<file path="src/rtl/serial_add_pkg.sv">
// ============================================================================
// Module  : serial_add_pkg
// Brief   : Shared state encoding and counter sizing for the bit-serial adder.
// Revision: 1.0 - initial release
// ============================================================================
`default_nettype none

package serial_add_pkg;

  typedef enum logic [1:0] {
    IDLE = 2'd0,
    RUN  = 2'd1,
    DONE = 2'd2
  } state_t;

  // Bit-index counter must reach WIDTH-1 with headroom.
  function automatic int cnt_width(input int width);
    return $clog2(width) + 1;
  endfunction

endpackage

`default_nettype wire

</file>
<file path="src/rtl/fa_cell.sv">
// ============================================================================
// Module  : fa_cell
// Brief   : One-bit full adder from two half adders and an OR for the carry.
// Revision: 1.0 - initial release
// ============================================================================
`default_nettype none

module fa_cell (
  input  logic i_a,
  input  logic i_b,
  input  logic i_ci,
  output logic o_s,
  output logic o_co
);

  logic w_s0;
  logic w_c0;
  logic w_c1;

  ha u_ha0 (
    .i_a (i_a),
    .i_b (i_b),
    .o_s (w_s0),
    .o_c (w_c0)
  );

  ha u_ha1 (
    .i_a (w_s0),
    .i_b (i_ci),
    .o_s (o_s),
    .o_c (w_c1)
  );

  assign o_co = w_c0 | w_c1;

endmodule

`default_nettype wire

</file>
<file path="src/rtl/ha.sv">
// ============================================================================
// Module  : ha
// Brief   : One-bit half adder.
// Revision: 1.0 - initial release
// ============================================================================
`default_nettype none

module ha (
  input  logic i_a,
  input  logic i_b,
  output logic o_s,
  output logic o_c
);

  assign o_s = i_a ^ i_b;
  assign o_c = i_a & i_b;

endmodule

`default_nettype wire

</file>
<file path="src/rtl/serial_add_ctrl.sv">
// ============================================================================
// Module  : serial_add_ctrl
// Brief   : Bit-serial adder controller, LSB first, one fa_cell, start/ready
//           and valid/ack handshakes. SERIAL_ADD_SUB_EN adds sub/ovf ports.
// Revision: 1.0 - initial release
// ============================================================================
`default_nettype none

module serial_add_ctrl
  import serial_add_pkg::*;
#(
  parameter int WIDTH = 8
) (
  input  logic             clk,
  input  logic             rst_n,
  input  logic             start,
  input  logic [WIDTH-1:0] a,
  input  logic [WIDTH-1:0] b,
  input  logic             cin,
`ifdef SERIAL_ADD_SUB_EN
  input  logic             sub,
  output logic             ovf,
`endif
  output logic             ready,
  output logic             busy,
  output logic             valid,
  input  logic             ack,
  output logic [WIDTH-1:0] sum,
  output logic             cout
);

  localparam int CNT_W = cnt_width(WIDTH);

  state_t           r_state;
  state_t           w_next;
  logic [WIDTH-1:0] r_op_a;
  logic [WIDTH-1:0] r_op_b;
  logic [WIDTH-1:0] r_sum;
  logic             r_carry;
  logic             r_cout;
  logic [CNT_W-1:0] r_cnt;
  logic             w_s;
  logic             w_co;
  logic             w_last;
  logic [WIDTH-1:0] w_op_b_ld;
  logic             w_cin_ld;

  fa_cell u_fa (
    .i_a  (r_op_a[0]),
    .i_b  (r_op_b[0]),
    .i_ci (r_carry),
    .o_s  (w_s),
    .o_co (w_co)
  );

  assign w_last = (r_cnt == CNT_W'(WIDTH - 1));

`ifdef SERIAL_ADD_SUB_EN
  logic r_ovf;
  // Subtraction is a + ~b + 1; the caller's cin is irrelevant then.
  assign w_op_b_ld = sub ? ~b : b;
  assign w_cin_ld  = sub ? 1'b1 : cin;
  assign ovf       = r_ovf;
`else
  assign w_op_b_ld = b;
  assign w_cin_ld  = cin;
`endif

  always_ff @(posedge clk or negedge rst_n) begin
    if (!rst_n) begin
      r_state <= IDLE;
    end else begin
      r_state <= w_next;
    end
  end

  always_comb begin
    w_next = r_state;
    ready  = 1'b0;
    busy   = 1'b0;
    valid  = 1'b0;
    case (r_state)
      IDLE: begin
        ready = 1'b1;
        if (start) w_next = RUN;
      end
      RUN: begin
        busy = 1'b1;
        if (w_last) w_next = DONE;
      end
      DONE: begin
        valid = 1'b1;
        if (ack) w_next = IDLE;
      end
      default: w_next = IDLE;
    endcase
  end

  always_ff @(posedge clk or negedge rst_n) begin
    if (!rst_n) begin
      r_op_a  <= '0;
      r_op_b  <= '0;
      r_sum   <= '0;
      r_carry <= 1'b0;
      r_cout  <= 1'b0;
      r_cnt   <= '0;
`ifdef SERIAL_ADD_SUB_EN
      r_ovf   <= 1'b0;
`endif
    end else begin
      case (r_state)
        IDLE: begin
          if (start) begin
            r_op_a  <= a;
            r_op_b  <= w_op_b_ld;
            r_carry <= w_cin_ld;
            r_cnt   <= '0;
          end
        end
        RUN: begin
          r_op_a  <= r_op_a >> 1;
          r_op_b  <= r_op_b >> 1;
          r_sum   <= {w_s, r_sum[WIDTH-1:1]};
          r_carry <= w_co;
          r_cnt   <= r_cnt + CNT_W'(1);
          // Result carry is captured separately so the next accept cannot disturb it.
          if (w_last) begin
            r_cout <= w_co;
`ifdef SERIAL_ADD_SUB_EN
            r_ovf  <= r_carry ^ w_co;
`endif
          end
        end
        default: ;
      endcase
    end
  end

  assign sum  = r_sum;
  assign cout = r_cout;

endmodule

`default_nettype wire

</file>
<file path="config.mk">
export PLATFORM = sky130hd
export DESIGN_NAME = serial_add_ctrl
export DESIGN_NICKNAME = d
export VERILOG_FILES = /design/src/rtl/serial_add_pkg.sv /design/src/rtl/fa_cell.sv /design/src/rtl/ha.sv /design/src/rtl/serial_add_ctrl.sv
export SDC_FILE = /design/constraint.sdc
export NUM_CORES = 1
export LEC_CHECK = 0
export CORE_MARGIN = 8
export CORE_UTILIZATION = 61
export DETAILED_ROUTE_END_ITERATION = 12
export DONT_BUFFER_PORTS = 1
export PLACE_DENSITY = 0.83
export SLEW_MARGIN = 10
export SYNTH_ARGS = -nofsm -noshare
export SYNTH_HDL_FRONTEND = slang
export SYNTH_SLANG_ARGS = --single-unit
</file>
<file path="constraint.sdc">
create_clock -name clk -period 1.45 [get_ports clk]
set_input_delay 0.435 -clock clk [delete_from_list [all_inputs] [get_ports clk]]
set_output_delay 0.435 -clock clk [all_outputs]
set_load 0.02 [all_outputs]
</file>
* Yosys cells after proc, flatten, opt, wreduce, memory -nomap -nowiden
Index checks and enable logic that the tools add are counted.
Word-level totals: register bits after elaboration 32, input bits 21, output and inout port bits 12, word-level logic and storage cells 39
Cells by class: add/subtract/negate cells 1, eq/ne operators 6, muxes and demuxes 15, bitwise logic cells 5, reduce and logical (&&, ||, !) cells 5
Operators by type and width (count):
- $pmux W8 S2 | 2
- $mux W8 | 2
- $pmux W4 S2 | 1
- $mux W2 | 3
- $ne A2 B2 Y1 const B | 3
- $pmux W2 S3 | 1
- $add A4 B1 Y4 const B | 1
- $eq A4 B3 Y1 const B | 1
- $mux W1 | 4
- $mux W4 | 1
- $reduce_and A2 Y1 | 2
- $reduce_and A3 Y1 | 1
- $and A1 B1 Y1 | 2
- $eq A2 B1 Y1 const B | 1
- $eq A2 B2 Y1 const B | 1
- $logic_not A2 Y1 | 1
- $pmux W1 S2 | 1
- $reduce_bool A2 Y1 | 1
- $xor A1 B1 Y1 | 2
- $or A1 B1 Y1 | 1

* Logic depth before layout (Yosys ltp)
depth after elaboration 4, mapped depth 6, mapped depth without buffers 4

* Hierarchy
A second synthesis with hierarchy kept.
Unflattened totals: cell total of the unflattened synthesis 143, area, all modules 1390.1 um2
Modules (own cells, without submodules):
- serial_add_ctrl | times used 1, cells an instance 140, area an instance 1358.8 um2, sequential area each 800.8 um2
- ha | times used 2, cells an instance 1, area an instance 12.5 um2, sequential area each 0.0 um2
- fa_cell | times used 1, cells an instance 1, area an instance 6.3 um2, sequential area each 0.0 um2

* Worst setup path before layout
Ideal clock, no wire load.
path type reg2out, from reg r_state[1], to out ready, arrival 1.034 ns, required time 1.015 ns, slack -0.019 ns, stages on the path, launching flop included 4, path buffers 2, cell sequence dfrtp_1 > clkbuf_1 > buf_2 > nor2_1
On the way: word-level cells in the longest chain between the ends 2
Ends and longest elaborated chain:
- start, declared | RTL line serial_add_ctrl.sv:34 | state_t r_state;
- start signal, assigned | RTL line serial_add_ctrl.sv:73 | r_state <= w_next;
- $logic_not A2 Y1 | RTL line serial_add_ctrl.sv:82 | case (r_state)
- $mux W1 | RTL line serial_add_ctrl.sv:82
- end, declared | RTL line serial_add_ctrl.sv:24 | output logic ready,
No other way between the ends.

* Final worst setup path
from reg r_state[1], to out busy
On the way: word-level cells in the longest chain between the ends 2
Ends and longest elaborated chain:
- $eq A2 B1 Y1 | RTL line serial_add_ctrl.sv:82
- $mux W1 | RTL line serial_add_ctrl.sv:82
- end, declared | RTL line serial_add_ctrl.sv:25 | output logic busy,
No other way between the ends.

==> out/metrics.yaml <==
logic_synthesis:
  ys_ff_latch: 32
  synth.avg_cell_area_um2: 9.863
  synth_fp_nets: 168
  yosysWarnings: 0
  yosysUniqueCellTypes: 24
  ys_seq_area_share_pct: 55.99
  netlist_instances: 145
  syn-cell-area_mm2: 0.001430
cts:
  cts_root_buf: "clkbuf_4"
  htreeDepth: 2
  numCtsBuffers: 5
  insertion_delay_ps: 340
  cts_tree: "built"
  clk_pin_slew_ps: 100
  clockBufferDepth: 2
  clock_sinks: 32
placed_design:
  io_buffers: 0
  dp.cells: 171
  routabilityCongestion: 0.8300
  dp_slack_ps: 83.27
  dp_hpwl_um: 2218
  post_dp_cell_area_mm2: 0.001464
critical_path:
  startpoint: "r_state[1]$_DFFE_PN0P_"
  critPathMaxFanout: 4
  required_ps: 1020
  rr_startpoint: "r_state[1]$_DFFE_PN0P_"
  arrival_ps: 1090
  start_kind: "register"
  cp-end-kind: "primary output"
  worstSetupPathType: "register to primary output"
route:
  drcViolationCount: 0
  drtIter0Drc: 26
  num_vias: 1143
  finalWirelength_um: 3395
  wl_per_cell_um: 17.96
  drtPass1Iterations: 5
  vias_per_cell: 6.048
  drtAntennaViolNets: 0
power:
  intPower_mw: 2.045
  total_power_mw: 3.351
  peakVddDrop_v: 0.001497
  cellPowerDensity_mw_per_mm2: 2005
  p_leak_nw: 0.7760
  p_sw_share_pct: 38.97
  switchingPower_mw: 1.306
  p_seq_share_pct: 47.5
  p_clk_share_pct: 16.2
  p_comb_share_pct: 36.3
sta:
  finalClockSkew_ps: 9.623
  finalCritPeriodShare_pct: 105.5
  report.final.slew_viol_count: 0
  setup_slack_ps: -79.26
  slew_headroom_pct: 83.26
  finalSetupViolCount: 3
  tightest_slew_ps: 251.1
  rsz0062_at_grt: "true"
  min_period_ps: 1529
  hold_viol_final: 0
  timing.fmax_mhz: 653.9
floorplanning:
  num_rows: 17
  die-area_mm2: 0.004150
  start_util_pct: 64.65
  die_h_um: 64.42
  io_pins: 33
  core-area_mm2: 0.002212
  chipWidth_um: 64.42
finish:
  multiInputGateArea_um2: 565.5
  register_area_um2: 802.0
  fin_util_pct: 75.57
  drive_gt1_share_pct: 19.25
  n_antenna_cell: 0
  layout_common_cells: "nand2_1, dfrtp_1, o21ai_0"
  final_common_cell: "nand2_1"
  num-fill-cells: 159
  final_area_mm2: 0.001672
  synthToLayoutAreaGrowth_pct: 16.89
  finalNetCount: 183
  stdcell_count: 189
global_route:
  gr-total-overflow: 0
  antenna_found_initial: 0
  first_global_vias: 1197
  grt_max_degree: 33
  track_usage_pct: 16.98
  grt_pass1_wl_um: 5540
outcome:
  failed_checks: "setup timing"
  outcome: "finished with violations"
hold_path:
  hold_start: "ack"
  hold_class: "input port to register"
flow_run:
  maxCapViolCount: 0
==> worst max-delay path: stages, from the launching register on <==
cell and delay [ps]:
dfrtp_1 420, nand2b_4 170, clkinvlp_4 170
==> power groups by stage <==
stage	clock network (mW)	logic, mW	registers [mW]
floorplan	0	0.806	1.53
global placement	0	0.935	1.59
detailed placement	0	0.988	1.62
CTS	0.538	1.17	1.59
global route	0.592	1.35	1.63
finish	0.543	1.22	1.59
==> repair_timing <==
action,4_1_cts,5_1_grt
hold buffers,2,0
buffers inserted,4,3
endpoints found under the hold margin,32,0
pin swaps,1,1
endpoints found under the setup margin,3,17
gates cloned,1,0
gates resized for setup,7,0
==> routing by layer <==
layer  global-route usage, %  up-vias  part of all wire, %
met5                       0        -                    0
met4                   6.540        0                  1.2
met3                   7.216        7                  7.7
met2                   29.07       35                   53
met1                   18.19      578                   38
li1                        -      523                    -
==> worst paths after layout <==
kind	cells past startpoint	endpoint	slack (ps)
worst max register to register	5	r_cnt[3]$_DFFE_PN0P_	60
max in group asynchronous	2	r_state[0]$_DFFE_PN0P_	750
min in group asynchronous	2	sum[0]$_DFFE_PN0P_	520
worst min register to register	2	r_op_a[3]$_DFFE_PN0P_	500
worst max-delay path	2	busy	-80
worst min-delay path	1	r_state[1]$_DFFE_PN0P_	210
==> kinds of logic after synthesis <==
group                      synth area share [%]
and+or+nand+nor                           17.85
AOI/OAI and AO/OA                         17.32
DFF                                       55.99
buffers and inverters                     4.987
muxes                                     1.575
adders and majority gates                 2.275
==> registers in the layout (all words and copies together), names as in the netlist <==
signal   count
r_state      2
r_op_b       8
cout         1
r_carry      1
r_cnt        4
sum          8
r_op_a       8
==> area by class of cell <==
type                            count  share of cell area (%)
Clock buffer                        8                   3.518
Sequential cell                    32                   47.98
Inverter                            2                  0.6737
Tap cell                           28                   2.096
Multi-Input combinational cell    101                   33.83
Timing Repair Buffer               18                   11.90
==> cell usage after synthesis (all sizes together) <==
master	instances	area [um^2]
a21oi	3	15.01
a22o	2	17.52
a22oi	15	112.6
and3b	1	8.760
buf	9	60.06
clkbuf	1	3.750
dfrtp	32	800.8
fa	1	20.02
ha	1	12.51
inv	2	7.510
mux2	2	22.52
nand2	44	165.2
nand2b	2	20.02
nand3	3	15.01
nor2	2	7.510
nor2b	4	32.53
o21ai	19	95.09
o21bai	1	7.510
or3	1	6.260
==> metrics by stage <==
stage,hold slack [ps],TNS (ps)
2_1_floorplan,139.4,0
3_3_place_gp,140.7,0
3_5_place_dp,140.6,0
4_1_cts,218.7,-213.2
5_1_grt,184.1,-381.6
6_report,209.3,-224.7
(Power assumes the default switching activity.)
==> patch: new RTL, config.mk and constraints unchanged <==
Encoding of `state_t`: now one-hot (3 bits for 3 states).
--- a/src/rtl/serial_add_pkg.sv
+++ b/src/rtl/serial_add_pkg.sv
@@ -7,10 +7,10 @@
 
 package serial_add_pkg;
 
-  typedef enum logic [1:0] {
-    IDLE = 2'd0,
-    RUN  = 2'd1,
-    DONE = 2'd2
+  typedef enum logic [2:0] {
+    IDLE = 3'b001,
+    RUN  = 3'b010,
+    DONE = 3'b100
   } state_t;
 
   // Bit-index counter must reach WIDTH-1 with headroom.
Behaviour: same outputs for any inputs over 10 cycles, from zero or initial values and one cycle with rst_n low; not proved beyond that.
==> patch against the unedited design <==
  * The run still ends with negative setup slack left
  * Routed wire length fell by 1.1%
  * Clock power rose by 8.5%
  * Power rose by 19%
  * Maximum frequency fell by 15%
  * Setup slack got worse by 0.27 ns
  * Synthesized area rose by 9.9%
  * Design area rose by 17%
  * Sequential cell count rose by 1
  * Worst hold slack improved by 0.074 ns
  * Largest cell class unchanged
  * Largest power group unchanged
==> patch: results (changes against the unedited design) <==
stage,metric,value,unit,change
worst_setup_path,crit_arrival,1.37,ns,was 1.09 ns
global_route,grt_start_max_net_pins,34,,was 33
detailed_routing,vias,1050,,"was 1,143"
logic_synthesis,synth_compound_gate_area_share,3.34,%,was 17.3%
place,globalplace.congestion,0.711,,was 0.830
logic_synthesis,synth_fp_nets,154,,was 168
run_status,failed_checks,negative setup slack,,unchanged
detailed_routing,drt-initial-drc-count,39,,was 26
logic_synthesis,synth-adder-area-share,2.07,%,was 2.27%
timing,setup_viol,19,,was 3
logic_synthesis,synthDistinctLibCells,31,,was 24
logic_synthesis,post_synth_most_frequent_cells,"sky130_fd_sc_hd__dfrtp_1 (32), sky130_fd_sc_hd__nand2_1 (27), sky130_fd_sc_hd__mux2_2 (16), sky130_fd_sc_hd__mux2_1 (14), sky130_fd_sc_hd__nor2_1 (4)",,"was sky130_fd_sc_hd__nand2_1 (44), sky130_fd_sc_hd__dfrtp_1 (32), sky130_fd_sc_hd__o21ai_0 (18), sky130_fd_sc_hd__a22oi_1 (15), sky130_fd_sc_hd__buf_2 (6)"
timing,max_slew_margin,82.9,%,was 83.3%
power,leakagePower,0.931,nW,was 0.776 nW
logic_synthesis,post_synth_xor_area_fraction,0.557,%,was 0%
timing,setup_slack,-0.352,ns,was -0.0793 ns
cts,resized_cells_post_cts,19,,was 7
logic_synthesis,yosysSeqAreaShare,52.6,%,was 56.0%
run_status,status,"finished, violations left",,unchanged
detailed_routing,dr.pass1.iters,4,,was 5
global_route,grt_use_total,16.1,%,was 17.0%
global_route,grt_first_pass_wirelength,5.48,mm,was 5.54 mm
cts,insertion_delay,0.32,ns,was 0.34 ns
timing,finClkSkew,0.00637,ns,was 0.00962 ns
logic_synthesis,synth.most_common_cell,sky130_fd_sc_hd__dfrtp_1,,was sky130_fd_sc_hd__nand2_1
cts,clock_transition_at_the_registers_of_the_reported_paths,0.10,ns,about the same
detailed_routing,routed_wire_length_per_instance,18.5,um,was 18.0 um
cts,postCtsSetupBuffers,5,,was 4
cts,cts-root-to-sink-buffers,2,,unchanged
finish,fin_nets,174,,was 183
logic_synthesis,synth.top_cells.by_area,"sky130_fd_sc_hd__dfrtp_1 (51%), sky130_fd_sc_hd__mux2_2 (11%), sky130_fd_sc_hd__mux2_1 (10%)",,"was sky130_fd_sc_hd__dfrtp_1 (56%), sky130_fd_sc_hd__nand2_1 (12%), sky130_fd_sc_hd__a22oi_1 (7.9%)"
finish,diodes_inserted,0,,unchanged
power,vdd_ir_drop_max,0.00155,V,was 0.00150 V
finish,layout-drive-gt1-share,40.1,%,was 19.3%
place,dp_hpwl,2.17,mm,was 2.22 mm
worst_setup_path,critPathMaxFanout,5,,was 4
logic_synthesis,yosys-mux-area-fraction,23.7,%,was 1.57%
finish,fill_cells,137,,was 159
place,dpl_worst_slack,-0.283,ns,was 0.0833 ns
[patch: area by class of cell]
class | count | area [um2] | share of cell area, %
clock buffer | 7 | 65.1 | 3.33
clock inverter | 1 | 5.00 | 0.256
inverter | 2 | 15.0 | 0.769
multi-input combinational | 90 | 757 | 38.8
sequential | 33 | 827 | 42.3
tap | 30 | 37.5 | 1.92
timing repair buffer | 18 | 230 | 11.8
timing repair inverter | 1 | 16.3 | 0.833
[patch: power breakdown]
group          switching, mW  total, mW  internal [mW]
sequential             0.383       1.70           1.32
combinational          0.691       1.69          0.995
clock                  0.308      0.589          0.281
[patch: path summary, 6_finish.rpt]
path,startpoint,endpoint,slack (ns),cells past startpoint
max in group asynchronous,rst_n,r_state[0],0.67,2
min reg2reg,r_op_b[4],r_op_b[4],0.52,1
min,b[7],r_op_b[7],0.28,2
max,r_state[0],busy,-0.35,3
max reg2reg,r_state[0],r_op_b[3],-0.33,5
min in group asynchronous,rst_n,r_cnt[3],0.55,2
[patch: metrics by stage]
step	setup TNS [ns]	utilization [%]	instance area (um2)	instances	hold WS [ns]
after CTS	-5.62	78.1	1920	181	0.261
final	-5.28	79.6	1950	182	0.284
after global placement	-3.77	67.6	1660	164	0.141
after detailed placement	-4.34	67.6	1660	164	0.141
after global routing	-5.92	79.6	1950	182	0.284
after floorplan	-3.93	-	1590	131	0.139
[patch: worst max-delay path: stages, from the launching register on]
cell and delay (ns):
sky130_fd_sc_hd__dfstp_2 0.39, sky130_fd_sc_hd__or3b_4 0.44, sky130_fd_sc_hd__inv_8 0.09, sky130_fd_sc_hd__buf_8 0.12
[patch: per-layer routing]
metal,part of all wire (%),vias to the layer above,global-route usage (%)
met4,2.2,0,4.80
met2,53,31,28.2
met1,38,529,17.7
li1,-,480,-
met3,6.7,10,6.04
met5,0,-,0
